==> src/rtl/hiscore_ram_arbiter.sv <==
// hiscore_ram_arbiter
//   Shares the game work-RAM port between the CPU and the hiscore
//   save/restore engine. A hiscore request pauses the CPU at a bus-cycle
//   boundary, lets in-flight cycles drain, and then hands the RAM port to
//   hiscore. When hiscore drops its request, the port returns to the CPU side
//   for a short settle period before the CPU is released.
//
//   Request/grant handshake: hs_access is a level request that hiscore holds
//   for the whole transaction. hs_grant is high exactly while hiscore owns the
//   port, and it falls on the same edge that sees hs_access low. hs_write and
//   hs_address are honoured only while hs_grant is high. hs_data_out is valid
//   one clock after hs_address is presented.
//
// Ports
//   clk_49m      system clock
//   reset        asynchronous active-low reset
//   cpu_cen      CPU bus-cycle enable strobe (one clock per CPU cycle)
//   cpu_addr     CPU RAM address
//   cpu_din      CPU write data
//   cpu_we       CPU write enable, qualified by cpu_cen
//   cpu_dout     RAM read data to the CPU (held while hiscore owns the port)
//   hs_access    hiscore ownership request (level)
//   hs_address   hiscore RAM address
//   hs_data_in   hiscore write data
//   hs_write     hiscore write strobe
//   hs_data_out  RAM read data to hiscore
//   hs_grant     RAM port owned by hiscore
//   cpu_pause_n  active-low CPU pause
//   ram_addr     shared RAM address
//   ram_din      shared RAM write data
//   ram_we       shared RAM write enable
//   ram_dout     shared RAM read data (registered RAM, 1-cycle latency)
//   state_dbg    current FSM state encoding, for observation only
module hiscore_ram_arbiter #(
  parameter int AW             = 12,
  parameter int DW             = 8,
  parameter int DRAIN_CYCLES   = 8,
  parameter int RELEASE_CYCLES = 4
) (
  input  logic          clk_49m,
  input  logic          reset,
  input  logic          cpu_cen,
  input  logic [AW-1:0] cpu_addr,
  input  logic [DW-1:0] cpu_din,
  input  logic          cpu_we,
  output logic [DW-1:0] cpu_dout,
  input  logic          hs_access,
  input  logic [AW-1:0] hs_address,
  input  logic [DW-1:0] hs_data_in,
  input  logic          hs_write,
  output logic [DW-1:0] hs_data_out,
  output logic          hs_grant,
  output logic          cpu_pause_n,
  output logic [AW-1:0] ram_addr,
  output logic [DW-1:0] ram_din,
  output logic          ram_we,
  input  logic [DW-1:0] ram_dout,
  output logic [2:0]    state_dbg
);

  typedef enum logic [2:0] {
    ST_IDLE    = 3'd0,
    ST_PAUSE   = 3'd1,
    ST_DRAIN   = 3'd2,
    ST_GRANT   = 3'd3,
    ST_RELEASE = 3'd4
  } state_e;

  localparam int CMAX = (DRAIN_CYCLES > RELEASE_CYCLES) ? DRAIN_CYCLES : RELEASE_CYCLES;
  localparam int CW   = $clog2(CMAX) + 1;
  localparam logic [CW-1:0] DRAIN_LOAD   = CW'(DRAIN_CYCLES - 1);
  localparam logic [CW-1:0] RELEASE_LOAD = CW'(RELEASE_CYCLES - 1);

  state_e          state_q, state_d;
  logic [CW-1:0]   cnt_q, cnt_d;
  logic            pause_n_q;
  logic            grant_q;
  logic [DW-1:0]   cpu_hold_q;
  logic [DW-1:0]   hs_hold_q;
  logic            sel_hs;

  // Next-state logic. Counters load N-1 on entry and the state is left on
  // the cycle the counter reads zero, so each timed state lasts N clocks.
  always_comb begin
    state_d = state_q;
    cnt_d   = cnt_q;
    case (state_q)
      ST_IDLE: begin
        if (hs_access) state_d = ST_PAUSE;
      end
      ST_PAUSE: begin
        // A request withdrawn before the CPU reached a cycle boundary
        // aborts without ever pausing the CPU.
        if (!hs_access) begin
          state_d = ST_IDLE;
        end else if (cpu_cen) begin
          state_d = ST_DRAIN;
          cnt_d   = DRAIN_LOAD;
        end
      end
      ST_DRAIN: begin
        if (cnt_q == '0) state_d = ST_GRANT;
        else             cnt_d   = cnt_q - CW'(1);
      end
      ST_GRANT: begin
        if (!hs_access) begin
          state_d = ST_RELEASE;
          cnt_d   = RELEASE_LOAD;
        end
      end
      ST_RELEASE: begin
        // hs_access is deliberately not sampled here; a new request is only
        // seen once back in IDLE.
        if (cnt_q == '0) state_d = ST_IDLE;
        else             cnt_d   = cnt_q - CW'(1);
      end
      default: begin
        state_d = ST_IDLE;
        cnt_d   = '0;
      end
    endcase
  end

  always_ff @(posedge clk_49m or negedge reset) begin
    if (!reset) begin
      state_q    <= ST_IDLE;
      cnt_q      <= '0;
      pause_n_q  <= 1'b1;
      grant_q    <= 1'b0;
      cpu_hold_q <= '0;
      hs_hold_q  <= '0;
    end else begin
      state_q   <= state_d;
      cnt_q     <= cnt_d;
      pause_n_q <= !(state_d == ST_DRAIN || state_d == ST_GRANT || state_d == ST_RELEASE);
      grant_q   <= (state_d == ST_GRANT);
      // Each side keeps the last read data it saw, so the CPU's view is
      // frozen while hiscore drives the port, and vice versa.
      if (!sel_hs) cpu_hold_q <= ram_dout;
      if (sel_hs)  hs_hold_q  <= ram_dout;
    end
  end

  // The mux select comes from the registered state only, so it changes
  // exclusively on state transitions.
  assign sel_hs = (state_q == ST_GRANT);

  always_comb begin
    ram_addr = cpu_addr;
    ram_din  = cpu_din;
    ram_we   = 1'b0;
    case (state_q)
      ST_IDLE:  ram_we = cpu_we & cpu_cen;
      // The boundary CPU cycle that triggers the pause completes normally.
      ST_PAUSE: ram_we = cpu_we & cpu_cen;
      ST_GRANT: begin
        ram_addr = hs_address;
        ram_din  = hs_data_in;
        ram_we   = hs_write;
      end
      default:  ram_we = 1'b0;
    endcase
  end

  assign cpu_dout    = sel_hs ? cpu_hold_q : ram_dout;
  assign hs_data_out = sel_hs ? ram_dout : hs_hold_q;
  assign hs_grant    = grant_q;
  assign cpu_pause_n = pause_n_q;
  assign state_dbg   = state_q;

endmodule

==> config.mk <==
export PLATFORM = sky130hd
export DESIGN_NAME = hiscore_ram_arbiter
export DESIGN_NICKNAME = d
export VERILOG_FILES = /design/src/rtl/hiscore_ram_arbiter.sv
export SDC_FILE = /design/constraint.sdc
export NUM_CORES = 1
export LEC_CHECK = 0
export CAP_MARGIN = 20
export CORE_ASPECT_RATIO = 1.5
export CORE_MARGIN = 2
export CORE_UTILIZATION = 33
export DETAILED_ROUTE_END_ITERATION = 6
export GPL_TIMING_DRIVEN = 0
export HOLD_SLACK_MARGIN = 0.02
export MAX_ROUTING_LAYER = met4
export PLACE_DENSITY = 0.84
export SLEW_MARGIN = 25
export SYNTH_ARGS = -nofsm -noshare
export SYNTH_HDL_FRONTEND = slang
export SYNTH_SLANG_ARGS = --single-unit
export TNS_END_PERCENT = 20
==> constraint.sdc <==
create_clock -name clk_49m -period 1.8 [get_ports clk_49m]
set_clock_uncertainty 0.2 [all_clocks]
set_input_delay 0.27 -clock clk_49m [delete_from_list [all_inputs] [get_ports clk_49m]]
set_output_delay 0.27 -clock clk_49m [all_outputs]
set_load 0.03 [all_outputs]
# [Word-level counts from Yosys, hierarchy flattened]
# Cells that the tools add are included.
[totals] latch_bits=0 output_inout_bits=42 ff_bits=25 word_cells=45 rom_bits=0 input_bits=54 n_memories=0 ram_bits=0
[op_classes] n_eq_ne=11 n_mul=0 bitwise_logic=2 order_cmp=0 div=0 shifts=0 n_reduce_logical=8 addsub=1 mux=17
[op_table] op="$mux W8" n=3
[op_table] op="$mux W3" n=6
[op_table] op="$mux W4" n=4
[op_table] op="$pmux W4 S4" n=1
[op_table] op="$pmux W3 S5" n=1
[op_table] op="$eq A3 B2 Y1 const B" n=4
[op_table] op="$mux W12" n=1
[op_table] op="$ne A2 B2 Y1 const B" n=4
[op_table] op="$eq A3 B3 Y1 const B" n=2
[op_table] op="$reduce_and A5 Y1" n=1
[op_table] op="$logic_not A4 Y1" n=1
[op_table] op="$reduce_or A2 Y1" n=2
[op_table] op="$sub A4 B1 Y4 const B" n=1
[op_table] op="$eq A3 B1 Y1 const B" n=1
[op_table] op="$logic_not A3 Y1" n=1
[op_table] op="$logic_or A1 B1 Y1" n=2
[op_table] op="$pmux W1 S2" n=1
[op_table] op="$and A1 B1 Y1" n=1
[op_table] op="$logic_not A1 Y1" n=1
[op_table] op="$not A1 Y1" n=1

# [Logic depth before layout (Yosys ltp)]
# Gate-level depths: netlist of the first run.
[depth] ltp_word=7 depth_mapped=6 depth_no_buf=6

# [Worst setup path before layout of the first run]
# No wires, ideal clock.
[synth_path] kind="flip-flop to output port" from="register state_q[2] (netlist: state_dbg[2])" to="output cpu_dout[0]" t_required_ns=1.330 slack_ns=-0.341 arrival_ns=1.671 path_buffers=3 stages_incl_launch_ff=6 path_cell_list="dfrtp_1 > buf_2 > nand3b_1 > buf_2 > buf_4 > mux2_1"
[synth_between] elab_chain_cells=2
[synth_lines] item="start, declared" line_no="74" rtl="state_e state_q, state_d;"
[synth_lines] item="start signal, assigned" line_no="133" rtl="state_q <= state_d;"
[synth_lines] item="$eq A3 B2 Y1" line_no="146" rtl="assign sel_hs = (state_q == ST_GRANT);"
[synth_lines] item="$mux W8"
[synth_lines] item="end, declared" line_no="46" rtl="output logic [DW-1:0] cpu_dout,"
# Every way passes these cells.

# [Worst setup path in the final report of the first run]
[layout_path] from="register state_q[2] (netlist: state_dbg[2])" to="output ram_din[0]"
[layout_between] elab_chain_cells=2
[layout_lines] item="$eq A3 B2 Y1" line_no="152" rtl="case (state_q)"
[layout_lines] item="$mux W8" line_no="152"
[layout_lines] item="end, declared" line_no="55" rtl="output logic [DW-1:0] ram_din,"
# Every way passes these cells.

==> results of run 1 <==
-- flip-flops by register name (all words and copies together), names as in the netlist --
signal       flops
hs_hold_q        8
cnt_q            4
cpu_hold_q       8
cpu_pause_n      1
state_dbg        3
hs_grant         1
-- logic make-up (layout without fill, tap and decap cells) --
logic type               count (synthesis)  in the layout
AO/OA/AOI/OAI                           22             22
XOR/XNOR                                 1              1
adder cells (fa/ha/maj)                  1              1
buffers and inverters                   14            123
flip-flops                              25             25
multiplexers                            37             37
AND/OR/NAND/NOR                         29             29
-- final timing paths --
| path | start | endpoint | slack, ps | cells past startpoint |
|---|---|---|---|---|
| max in group asynchronous | reset | state_dbg[2] | 670 | 2 |
| worst max-delay path | state_dbg[2] | ram_din[0] | -470 | 6 |
| worst max register to register | state_dbg[1] | cnt_q[0] | 10 | 5 |
| min in group asynchronous | reset | hs_hold_q[6] | 340 | 2 |
| worst min-delay path | hs_access | hs_grant | 250 | 3 |
| worst min register to register | hs_hold_q[7] | hs_hold_q[7] | 300 | 1 |
-- timing repair --
action,CTS,global route
hold buffers,1,0
hold endpoints to repair,24,0
cloned,0,3
setup endpoints to repair,40,41
setup buffers,0,6
pin swaps,2,0
gates resized for setup,243,32
-- area by class of cell --
type	instances	area share, %
buffer	10	4.20
clock buffer	3	1.43
clock inverter	1	0.260
inverter	4	0.520
multi-input combinational	90	31.8
sequential	25	21.8
tap	46	1.99
timing repair buffer	105	38.0
-- per-stage QoR --
stage | total power, mW | setup TNS [ps] | instance area, µm² | hold WS [ps]
2_1_floorplan | 2.86 | -2740 | 1630 | -226
3_3_place_gp | 3.76 | -21160 | 2630 | 273
3_5_place_dp | 3.80 | -21260 | 2630 | 83.3
4_1_cts | 4.31 | -15380 | 2770 | 305
5_1_grt | 4.73 | -17150 | 2890 | 263
6_report | 4.52 | -15230 | 2890 | 248
-- routing by layer --
layer / track usage, % / routed length (µm) / vias up
met4: 4.65 / 89 / 0
met3: 4.52 / 400 / 8
met1: 19.2 / 1660 / 697
met2: 30.2 / 2640 / 78
li1: - / - / 688
met5: - / 0 / -
-- cells in the final DEF (no fill, tap or decap), types with 2 or more instances in the layout --
cell type        netlist  final
inv_2                  0      2
dlymetal6s2s_1         0      3
nand2_1                2      2
nand3b_1               2      2
nand2b_1               2      2
o21ai_0                4      4
o22a_1                 2      2
mux2_2                 6      4
dfrtp_2                0      3
dfrtp_1               24     21
buf_2                  4      5
clkdlybuf4s50_1        0     53
o21a_1                 3      3
inv_1                  4      2
nor2_1                 7      7
and3b_1                2      2
clkbuf_16              0      2
nor3_1                 3      3
a21oi_1                6      5
nor4_1                 2      2
buf_12                 0      3
a31oi_1                2      2
buf_6                  0     38
clkbuf_8               0      3
mux2_4                 0     32
buf_4                  4      7
-- critical path, cell delays in order, from the launching register on --
cell             delay (ps)
dfrtp_2                 410
buf_6                   120
nand3b_1                180
buf_4                   170
buf_6                   120
mux2_2                  260
clkdlybuf4s15_2         280
-- power breakdown --
part | total, mW | switching, mW | internal, mW | leakage (nW)
Sequential | 0.913 | 0.111 | 0.802 | 0.291
Clock | 0.332 | 0.176 | 0.157 | 0.0217
Combinational | 3.27 | 1.60 | 1.67 | 1.08
Total | 4.52 | 1.89 | 2.63 | 1.39
==> impl_metrics.ini, run 1 <==
[pwr]
power-per-cell-area_mw_per_mm2 = 1560
peakVddDrop_uv = 1220
leakagePower_nw = 1.39

[sta]
worstMarginPinSlew_ps = 542
slew_violations = 0
maxSlewHeadroom_pct = 63.9
fin_crit_ps = 2270
grt_setup_unrepaired = yes
setup_violations = 38
setup_ws_ps = -470
fmax_mhz = 441
final_hold_viol_count = 0
min_period_over_period_pct = 126

[synth]
muxShareOfSynthArea_pct = 28.2
synthTopCellsByArea = dfrtp_1, mux2_1, mux2_2, a21oi_1, buf_4
synth_seq_cells = 25
synth_area_leader_cell = dfrtp_1
synthArstFlopShare_pct = 100
syn_nets = 184
ys_types = 38
synth_xor_area_share_pct = 0.594
synth.most_common_cell = mux2_1
synthSimpleGateAreaFrac_pct = 13.0
synth_edf_count = 0
synth_ff_type = dfrtp_1
synth_compound_area_share_pct = 9.93
synth_adder_area_share_pct = 0.849
yosysTopAreaCellShare_pct = 40.7
syn_area_mm2 = 0.00147
synth_top_family_by_area = multiplexers
ys_seq_area_share_pct = 42.5
syn_inst = 129
synth_common_cells = mux2_1, dfrtp_1, nor2_1, a21oi_1, mux2_2
synth_area_per_cell_um2 = 11.4
synth_warnings = 0

[clock_tree]
cts_buffer_depth = 2
clkSlewWorstSetupHoldPaths_ps = 80
cts_made_buffers = 3
cts_sinks = 25
clkLatencyLatePin_ps = 270
root_buffer = clkbuf_8
cts_max_level = 1
cts_tree = yes

[run_status]
status = finished with violations
failed_checks = setup timing

[final_layout]
num-fill-cells = 309
utilization_pct = 68.0
drive_above_1_share_pct = 45.4
multiInputGateArea_um2 = 917
instances_no_fill = 284
area_growth_pct = 95.8
antenna_cells = 0
ff_latch_area_um2 = 631
nets = 294

[critical_path]
crit_type = reg -> out
crit_path_end_kind = output port
crit_fanout = 4
setup.worst_path.start_class = flip-flop
critPathRequiredTime_ps = 1330
crit_arrival_ps = 1800

[routing]
drc = 0
drt_iter0_drc = 45
drt-pass1-iter-count = 4
vias = 1471
vias_per_cell = 5.18
postRouteAntennaNets = 0
wire_per_inst_um = 16.8
routed_wl_um = 4780

[floorplan]
die_w_um = 58.6
io_pins = 96
die_h_um = 85.9
core_area_mm2 = 0.00425
fp-row-count = 29
die-area_mm2 = 0.00503
initial_utilization_pct = 34.7

[placement]
hpwl_um = 3440
gp_congestion = 0.890
dp.cells = 270
pre_cts_ws_ps = -598
port_buffers = 95

[grt]
antenna_found_initial = 0
grt_pass1_wl_um = 6590
first_global_vias = 1332
overflow = 0
track_usage_pct = 17.4
grt_max_degree = 26

[min_path]
hold_path.class = in -> reg

[flow_run]
drv_cap = 0
Note: power is estimated with default switching activity, not from simulation.
==> run 2: changes to the inputs <==
--- a/config.mk
+++ b/config.mk
@@ -5,7 +5,7 @@
 export SDC_FILE = /design/constraint.sdc
 export NUM_CORES = 1
 export LEC_CHECK = 0
-export CAP_MARGIN = 20
+export CAP_MARGIN = 5
 export CORE_ASPECT_RATIO = 1.5
 export CORE_MARGIN = 2
 export CORE_UTILIZATION = 33
==> results of run 2 <==
The final DEF is identical to that of run 1; final timing and power are the same.
==> run 3: changes to the inputs <==
--- a/config.mk
+++ b/config.mk
@@ -6,7 +6,7 @@
 export NUM_CORES = 1
 export LEC_CHECK = 0
 export CAP_MARGIN = 5
-export CORE_ASPECT_RATIO = 1.5
+export CORE_ASPECT_RATIO = 1.1
 export CORE_MARGIN = 2
 export CORE_UTILIZATION = 33
 export DETAILED_ROUTE_END_ITERATION = 6
@@ -14,7 +14,6 @@
 export HOLD_SLACK_MARGIN = 0.02
 export MAX_ROUTING_LAYER = met4
 export PLACE_DENSITY = 0.84
-export SLEW_MARGIN = 25
 export SYNTH_ARGS = -nofsm -noshare
 export SYNTH_HDL_FRONTEND = slang
 export SYNTH_SLANG_ARGS = --single-unit
==> impl_metrics.ini, run 3 (synthesis gave the netlist of run 1 again) <==
[routing]
drc = 0
postRouteAntennaNets = 0
drt-pass1-iter-count = 4
routed_wl_um = 4800
vias = 1451
drt_iter0_drc = 38
wire_per_inst_um = 16.5
vias_per_cell = 4.99

[grt]
first_global_vias = 1413
grt_use_met2_pct = 34.5
track_usage_pct = 18.8
use_met3_pct = 4.69
use_met1_pct = 19.8
grt_max_degree = 26
grt.busiest_layer = met2
overflow = 0
antenna_found_initial = 0
grt_pass1_wl_um = 6890

[sta]
setup_violations = 41
fmax_mhz = 446
grt_setup_unrepaired = yes
final_hold_viol_count = 0
min_period_over_period_pct = 125
maxSlewHeadroom_pct = 26.0
slew_violations = 0
fin_crit_ps = 2240
setup_ws_ps = -444
worstMarginPinSlew_ps = 1110
setup_tns_ps = -15030

[min_path]
hold_path.class = reg -> reg

[final_layout]
reg_top3 = cpu_hold_q: 8 flops, hs_hold_q: 8 flops, cnt_q: 4 flops
area_growth_pct = 93.6
antenna_cells = 0
stdcell_area_mm2 = 0.00285
utilization_pct = 66.6
num-fill-cells = 327
drive_above_1_share_pct = 45.1
final_common_cell = clkdlybuf4s50_1
nets = 293
final_cell_mix = clkdlybuf4s50_1, buf_6, mux2_4

[run_status]
status = finished with violations
failed_checks = setup timing

[critical_path]
setup.worst_path.start_class = flip-flop
crit_arrival_ps = 1770
crit_type = reg -> out
crit_path_end_kind = output port
crit_fanout = 6
critPathRequiredTime_ps = 1330

[placement]
gp_congestion = 0.888
place_area_mm2 = 0.00264
hpwl_um = 3360
port_buffers = 95

[clock_tree]
cts_tree = yes
clkLatencyLatePin_ps = 260
cts_max_level = 1
ctsHoldBuffers = 0
cts_sinks = 25
cts_buffer_depth = 2
cts_made_buffers = 3
clkSlewWorstSetupHoldPaths_ps = 80
root_buffer = clkbuf_8

[floorplan]
die_h_um = 74.1
die-area_mm2 = 0.00502
fp-row-count = 25
core_area_mm2 = 0.00429
io_pins = 96
die_w_um = 67.7
initial_utilization_pct = 34.4

[pwr]
power-per-cell-area_mw_per_mm2 = 1560
leakagePower_nw = 1.36
peakVddDrop_uv = 672

[flow_run]
drv_cap = 0
-- run 3: stage by stage --
stage | instances | hold slack [ps] | total power [mW] | setup slack, ps
6_report | 291 | 309 | 4.44 | -444
5_1_grt | 291 | 324 | 4.69 | -501
3_3_place_gp | 278 | 274 | 3.74 | -579
2_1_floorplan | 129 | -226 | 2.86 | -91.0
3_5_place_dp | 278 | 280 | 3.80 | -616
4_1_cts | 284 | 308 | 4.35 | -475
-- run 3: power by group --
group / total [mW] / internal, mW / switching, mW
clock network: 0.329 / 0.157 / 0.172
logic: 3.20 / 1.63 / 1.57
registers: 0.918 / 0.802 / 0.116
-- run 3: routing by layer --
layer	vias to the layer above	wire length [µm]
met5	-	0
met4	0	58
met3	8	524
met2	76	2460
met1	683	1750
li1	684	-
-- run 3: repair_timing --
action / CTS / global route
resized for setup: 261 / 6
setup endpoints to repair: 41 / 44
cloned: 1 / 1
pin swaps: 3 / 1
buffers inserted: 1 / 6
-- run 3: worst paths after layout --
kind,start,endpoint,slack (ps),cells past startpoint
max,state_dbg[2],cpu_dout[6],-440,6
min,hs_hold_q[4],hs_hold_q[4],310,1
max reg2reg,state_dbg[2],cnt_q[0],-170,7
min reg2reg,hs_hold_q[4],hs_hold_q[4],310,1
max in group asynchronous,reset,state_dbg[1],270,1
min in group asynchronous,reset,cpu_hold_q[4],390,1
-- run 3: final cells by class --
type                            instances  area, µm²  area share, %
Sequential cell                        25        631           22.1
Multi-Input combinational cell         90        910           31.9
Tap cell                               54       67.6           2.37
Clock buffer                            3       41.3           1.45
Timing Repair Buffer                  104       1060           37.2
Clock inverter                          1       7.51          0.263
Buffer                                 10        121           4.25
Inverter                                4       15.0          0.526
-- run 3: critical path, cell delays in order (launching register included) --
cell       delay, ps
dfrtp_2          410
buf_6            120
nand3b_1         190
buf_6            170
clkbuf_16        160
mux2_4           310
buf_6            140
